File: config.mk
export PLATFORM = sky130hd
export DESIGN_NAME = lsu_mem_stage
export DESIGN_NICKNAME = d
export VERILOG_FILES = /design/src/rtl/lsu_mem_stage.sv
export SDC_FILE = /design/constraint.sdc
export NUM_CORES = 1
export LEC_CHECK = 0
export CORE_MARGIN = 2
export CORE_UTILIZATION = 39
export DETAILED_ROUTE_END_ITERATION = 10
export GPL_TIMING_DRIVEN = 0
export PLACE_DENSITY_LB_ADDON = 0.3
export SYNTH_ARGS = -nofsm -noshare
export SYNTH_HDL_FRONTEND = slang
export SYNTH_SLANG_ARGS = --single-unit
File: constraint.sdc
create_clock -name clk -period 2.2 [get_ports clk]
set_input_delay 0.44 -clock clk [delete_from_list [all_inputs] [get_ports clk]]
set_output_delay 0.44 -clock clk [all_outputs]
set_load 0.05 [all_outputs]
File: src/rtl/lsu_mem_stage.sv
// Load/store stage sitting after the ALU. Runs one data-memory transaction
// at a time over a req/ready bus, aligns store lanes, extracts and extends
// load data, and reports misaligned-access and bus-fault status.
module lsu_mem_stage #(
  parameter int unsigned TIMEOUT_CYCLES = 255
) (
  input  logic        clk,
  input  logic        rst_n,
  input  logic        in_valid,
  output logic        in_ready,
  input  logic        in_we,
  input  logic [1:0]  in_size,
  input  logic        in_unsigned,
  input  logic [31:0] in_addr,
  input  logic [31:0] in_wdata,
  input  logic [4:0]  in_rd,
  output logic        mem_req,
  output logic        mem_we,
  output logic [31:0] mem_addr,
  output logic [3:0]  mem_wstrb,
  output logic [31:0] mem_wdata,
  input  logic        mem_ready,
  input  logic [31:0] mem_rdata,
  output logic        out_valid,
  output logic [31:0] out_rdata,
  output logic [4:0]  out_rd,
  output logic        out_misaligned,
  output logic        out_fault
);

  typedef enum logic [1:0] {S_IDLE, S_REQ, S_RESP} state_t;

  localparam logic [1:0]  SIZE_BYTE = 2'b00;
  localparam logic [1:0]  SIZE_HALF = 2'b01;
  localparam logic [1:0]  SIZE_WORD = 2'b10;
  localparam logic [15:0] CNT_LAST  = 16'(TIMEOUT_CYCLES - 1);

  state_t      state;
  logic [15:0] cnt;
  logic        r_we;
  logic [1:0]  r_size;
  logic        r_unsigned;
  logic [1:0]  r_addr_lo;
  logic [4:0]  r_rd;

  logic        acc_illegal;
  logic        acc_misaligned;
  logic [3:0]  acc_wstrb;
  logic [31:0] acc_wdata;
  logic [31:0] rd_shifted;
  logic [31:0] load_ext;

  // The stage only takes a new access when idle.
  assign in_ready = (state == S_IDLE);

  // Classify the incoming access and build its byte lanes for the bus.
  always_comb begin
    // NOTE: every output gets a default first so no path can infer a latch.
    acc_illegal    = (in_size == 2'b11);
    acc_misaligned = 1'b0;
    acc_wstrb      = 4'b0000;
    acc_wdata      = 32'h0;
    case (in_size)
      SIZE_BYTE: begin
        acc_wstrb = 4'b0001 << in_addr[1:0];
        acc_wdata = {4{in_wdata[7:0]}};
      end
      SIZE_HALF: begin
        acc_misaligned = in_addr[0];
        acc_wstrb      = 4'b0011 << in_addr[1:0];
        acc_wdata      = {2{in_wdata[15:0]}};
      end
      SIZE_WORD: begin
        acc_misaligned = (in_addr[1:0] != 2'b00);
        acc_wstrb      = 4'b1111;
        acc_wdata      = in_wdata;
      end
      default: ;
    endcase
    if (!in_we) begin
      acc_wstrb = 4'b0000;
      acc_wdata = 32'h0;
    end
  end

  // Pick the addressed byte/half out of the returned word and extend it.
  always_comb begin
    rd_shifted = mem_rdata >> {r_addr_lo, 3'b000};
    case (r_size)
      SIZE_BYTE: load_ext = {{24{~r_unsigned & rd_shifted[7]}},  rd_shifted[7:0]};
      SIZE_HALF: load_ext = {{16{~r_unsigned & rd_shifted[15]}}, rd_shifted[15:0]};
      default:   load_ext = mem_rdata;
    endcase
  end

  // Access sequencer: IDLE accepts, REQ holds the bus, RESP pulses the result.
  always_ff @(posedge clk) begin
    // NOTE: non-blocking assignments keep every register update order-independent.
    if (!rst_n) begin
      state          <= S_IDLE;
      cnt            <= 16'h0;
      r_we           <= 1'b0;
      r_size         <= 2'b00;
      r_unsigned     <= 1'b0;
      r_addr_lo      <= 2'b00;
      r_rd           <= 5'h0;
      mem_req        <= 1'b0;
      mem_we         <= 1'b0;
      mem_addr       <= 32'h0;
      mem_wstrb      <= 4'h0;
      mem_wdata      <= 32'h0;
      out_valid      <= 1'b0;
      out_rdata      <= 32'h0;
      out_rd         <= 5'h0;
      out_misaligned <= 1'b0;
      out_fault      <= 1'b0;
    end else begin
      // Completion outputs are a single-cycle pulse unless set below.
      out_valid      <= 1'b0;
      out_rdata      <= 32'h0;
      out_rd         <= 5'h0;
      out_misaligned <= 1'b0;
      out_fault      <= 1'b0;
      case (state)
        S_IDLE: begin
          if (in_valid) begin
            r_we       <= in_we;
            r_size     <= in_size;
            r_unsigned <= in_unsigned;
            r_addr_lo  <= in_addr[1:0];
            r_rd       <= in_rd;
            if (acc_illegal || acc_misaligned) begin
              state          <= S_RESP;
              out_valid      <= 1'b1;
              out_rd         <= in_rd;
              out_fault      <= acc_illegal;
              out_misaligned <= ~acc_illegal;
            end else begin
              state     <= S_REQ;
              cnt       <= 16'h0;
              mem_req   <= 1'b1;
              mem_we    <= in_we;
              mem_addr  <= {in_addr[31:2], 2'b00};
              mem_wstrb <= acc_wstrb;
              mem_wdata <= acc_wdata;
            end
          end
        end
        S_REQ: begin
          if (mem_ready || (cnt == CNT_LAST)) begin
            state     <= S_RESP;
            out_valid <= 1'b1;
            out_rd    <= r_rd;
            out_fault <= ~mem_ready;
            out_rdata <= (mem_ready && !r_we) ? load_ext : 32'h0;
            mem_req   <= 1'b0;
            mem_we    <= 1'b0;
            mem_addr  <= 32'h0;
            mem_wstrb <= 4'h0;
            mem_wdata <= 32'h0;
          end else begin
            cnt <= cnt + 16'd1;
          end
        end
        default: state <= S_IDLE;
      endcase
    end
  end

endmodule

==> results.md <==
* Worst reg2reg endpoint: mem_wdata[30]
* Final core utilization at 62.8%
* Placer Congestion at approximately 0.9
* Pre-CTS WS at -1.04 ns
* Slew headroom at around 55%
* Post-synth ARST share at 0%
* Dpl cell area at ~8000 um^2
* Library cells used by synthesis at 60
* H-tree depth at 4
* ANT cells at 0
* CP Max Fanout at 10
* Sink Count at 137
* Post-synth EDFFs at 0
* Via count at 5435
* Reg2reg setup slack at 0.16 ns
* Yosys Warn Count at 0
* Worst EP arrival at about 2.5 ns
* Final nets at 926
* Power, Total at 0.00720 W
* Max-slew violations at 0
* Routing usage on met2 at ~39%
* Final Cycle Share at a little over nine tenths
* Initial antenna violation count at 0
* Critical Path RT at 2.51 ns
* Total grt overflow at 0
* Fin crit period at 2.14 ns
* WL per Instance at around 18 um
* PwrDens at 826 nW/um^2
* Crit path launch: in_size[0]
* Hold WS at 0.343 ns
* I/O pin count at 220
* Max Cap Viol at 0
* Hold crit path type: in2reg
* CTS clk-pin slew, worst paths at 0.06 ns
* Vias per inst at 5.42
* Slew @ Worst Pin at 0.676 ns
* Clk_lat worst skew at about 0.42 ns
* Post-route cell area at slightly below 9000 um^2
* Worst setup endpoint: mem_addr[22]
* Share of layout cells above drive strength 1 at 9.96%
* Num rows at 43
* Chip Width at 123 um
* I/O Buffers at 216
* R2r startpoint: cnt[0]
* Top_reg_cell synth: dfxtp_1
* Final ANT Viol Nets at 0
* HPWL Detailed at 13.1 mm
* Avg Cell Area, Syn at 9.70 um^2
* Setup crit start kind: input port
* Starting Density at 40.0%
* P&R area growth vs syn at 57.0%
* CTS root buffer: clkbuf_16
* Final setup margin at around 0.062 ns
* Pre-antenna DRT Iters at 6
* Busiest grt layer: met2
* CTS tree: yes
* Mapped cell area at 5550 um^2
* DRT iter0 DRCs at slightly above 400
* P_leak at 3.34 nW
* Core area at approximately 14000 um^2
* Layout filler cell count at 1143
* Largest net degree at the start of global routing at 17
* Met3 GRT Util at 8.44%
* FMAX at 468 MHz
* Global-route wire length before repair at 27.3 mm
* Peak VDD IR at 0.513 mV
* Die ar. at 15200 um^2
* Status: finished, final reports clean
* Endpoint class of the critical path: register
* Kind of critical path: in2reg
* Final setup viols at 0
* Met1 Usage GRT at 28.0%
* GR Util All Layers at 23.3%
* Post-Syn Instances at 572
* Sequential area share after synthesis at roughly half
* DRC at 0
* Final hold violation count at 0
* Worst-case clock buffer depth at 2
* Drt total wl at ~18 mm
* RSZ-0062 raised after global routing: true
* Worst R2R Path Depth at 9
* Total CTS buffers at 17
* Die Y at 123 um
* Synth Register Bits at between 100 and 150
* Clock Skew at 0.00939 ns
* Vias in the first global route at around 5300
## critical path, cell delays in order
cell and delay [ns]:
buf_4 0.15, inv_2 0.07, ha_2 0.18, buf_4 0.17, and3_4 0.21, or4_4 0.48
nand2_4 0.12, a21oi_4 0.08, buf_6 0.16, buf_6 0.14, a22o_1 0.23
## kinds of logic (layout without fill, tap and decap cells)
logic type                 count (synthesis)  after routing  share of synthesized area [%]
AOI/OAI and AO/OA                        213            213                           28.6
adders and majority gates                  7              7                           1.58
buffers and inverters                     63            313                           5.00
DFF                                      137            137                           49.4
muxes                                     10             10                           2.05
other                                      1              2                         0.0676
and+or+nand+nor                          141            141                           13.3
## registers in the layout, summed over array words and instances, names as in the netlist
register        flops
r_rd                5
out_misaligned      1
state               2
out_valid           1
mem_we              1
mem_req             1
r_addr_lo           2
r_we                1
mem_wdata          32
r_unsigned          1
out_fault           1
mem_addr           30
out_rdata          32
r_size              2
out_rd              5
cnt                16
mem_wstrb           4
## synthesized netlist by cell type, types with 2 or more instances
library cell | n | area share, %
a22oi_1 | 25 | 3.4
buf_4 | 4 | 0.54
or2_2 | 3 | 0.34
o211ai_1 | 3 | 0.41
nor3_1 | 9 | 0.81
nand2_1 | 47 | 3.2
o31ai_1 | 3 | 0.41
buf_1 | 3 | 0.20
nor4_1 | 2 | 0.23
o22ai_1 | 6 | 0.68
a22o_1 | 44 | 6.9
dfxtp_1 | 137 | 49
o21ai_0 | 19 | 1.7
mux2i_1 | 8 | 1.4
inv_1 | 19 | 1.3
a21o_1 | 16 | 2.2
o2bb2ai_1 | 30 | 4.7
nor2_1 | 29 | 2.0
nand3b_1 | 3 | 0.41
nor2b_1 | 3 | 0.34
nor3b_1 | 2 | 0.27
a21oi_1 | 38 | 3.4
nand2b_1 | 3 | 0.34
ha_1 | 7 | 1.6
nand3_1 | 9 | 0.81
clkbuf_1 | 26 | 1.8
nand4_1 | 7 | 0.79
and4_1 | 4 | 0.63
buf_2 | 9 | 0.81
a222oi_1 | 8 | 1.4
or3_1 | 5 | 0.56
and3_1 | 2 | 0.23
a31oi_1 | 5 | 0.56
a211oi_1 | 6 | 0.81
buf_6 | 2 | 0.41
nor3_2 | 2 | 0.36
## timing repair
action / in CTS / in global routing
setup buffers: 2 / 1
resized for setup: 23 / 10
setup endpoints to repair: 100 / 55
hold buffers: 0 / 0
pin swaps: 2 / 1
## power breakdown
group	switching, W	leakage [nW]	total (W)	internal [W]
clock network	0.00112	0.329	0.00326	0.00214
registers	0.0000658	1.11	0.00265	0.00259
logic	0.000771	1.90	0.00129	0.000520
total	0.00196	3.34	0.00720	0.00524
## cell usage in the layout (no fill, tap or decap), drive strengths merged, types with 4 or more instances in the layout
| cell type | Yosys | final |
|---|---|---|
| a21o | 16 | 16 |
| mux2i | 8 | 8 |
| buf | 18 | 24 |
| ha | 7 | 7 |
| nand2b | 4 | 4 |
| clkbuf | 26 | 42 |
| inv | 19 | 21 |
| nor2 | 29 | 29 |
| bufinv | 0 | 6 |
| a31oi | 5 | 5 |
| a211oi | 6 | 6 |
| a22oi | 25 | 25 |
| clkdlybuf4s50 | 0 | 212 |
| o21ai | 20 | 20 |
| a222oi | 8 | 8 |
| nand3 | 9 | 9 |
| nand4 | 7 | 7 |
| o22ai | 6 | 6 |
| and4 | 4 | 4 |
| nor3 | 11 | 11 |
| a22o | 44 | 44 |
| nand2 | 48 | 48 |
| dfxtp | 137 | 137 |
| o2bb2ai | 30 | 30 |
| or3 | 5 | 5 |
| a21oi | 39 | 39 |
| clkinv | 0 | 6 |
## worst min-delay path by stage
| stage | cells after the start | startpoint | to |
|---|---|---|---|
| floorplan | 2 | r_we | r_we |
| global placement | 2 | r_rd[2] | r_rd[2] |
| detailed placement | 1 | mem_wdata[24] | mem_wdata[24] |
| CTS | 3 | in_size[0] | r_size[0] |
| global route | 3 | in_size[0] | r_size[0] |
| finish | 3 | in_size[0] | r_size[0] |
## layout make-up
cell class | instances | area (um^2) | area share, %
plain buffers | 43 | 221 | 2.54
clock buffers | 18 | 429 | 4.93
clock inverters | 14 | 243 | 2.79
inverters | 19 | 71.3 | 0.818
multi-input cells | 373 | 2600 | 29.9
flip-flops and latches | 137 | 2740 | 31.5
well taps | 180 | 225 | 2.58
repair buffers | 219 | 2180 | 25.0
## per-layer routing
metal | up-vias | part of all wire, %
li1 | 2618 | -
met1 | 2526 | 41
met2 | 266 | 48
met3 | 25 | 10
met4 | 0 | 1.8
met5 | - | 0
## per-stage QoR
step / cells / TNS (ns)
2_1_floorplan: 573 / 0
4_1_cts: 1003 / 0
3_3_place_gp: 969 / -85.24
5_1_grt: 1003 / -0.00872
3_5_place_dp: 969 / -91.34
6_report: 1003 / 0
(Power assumes the default switching activity.)
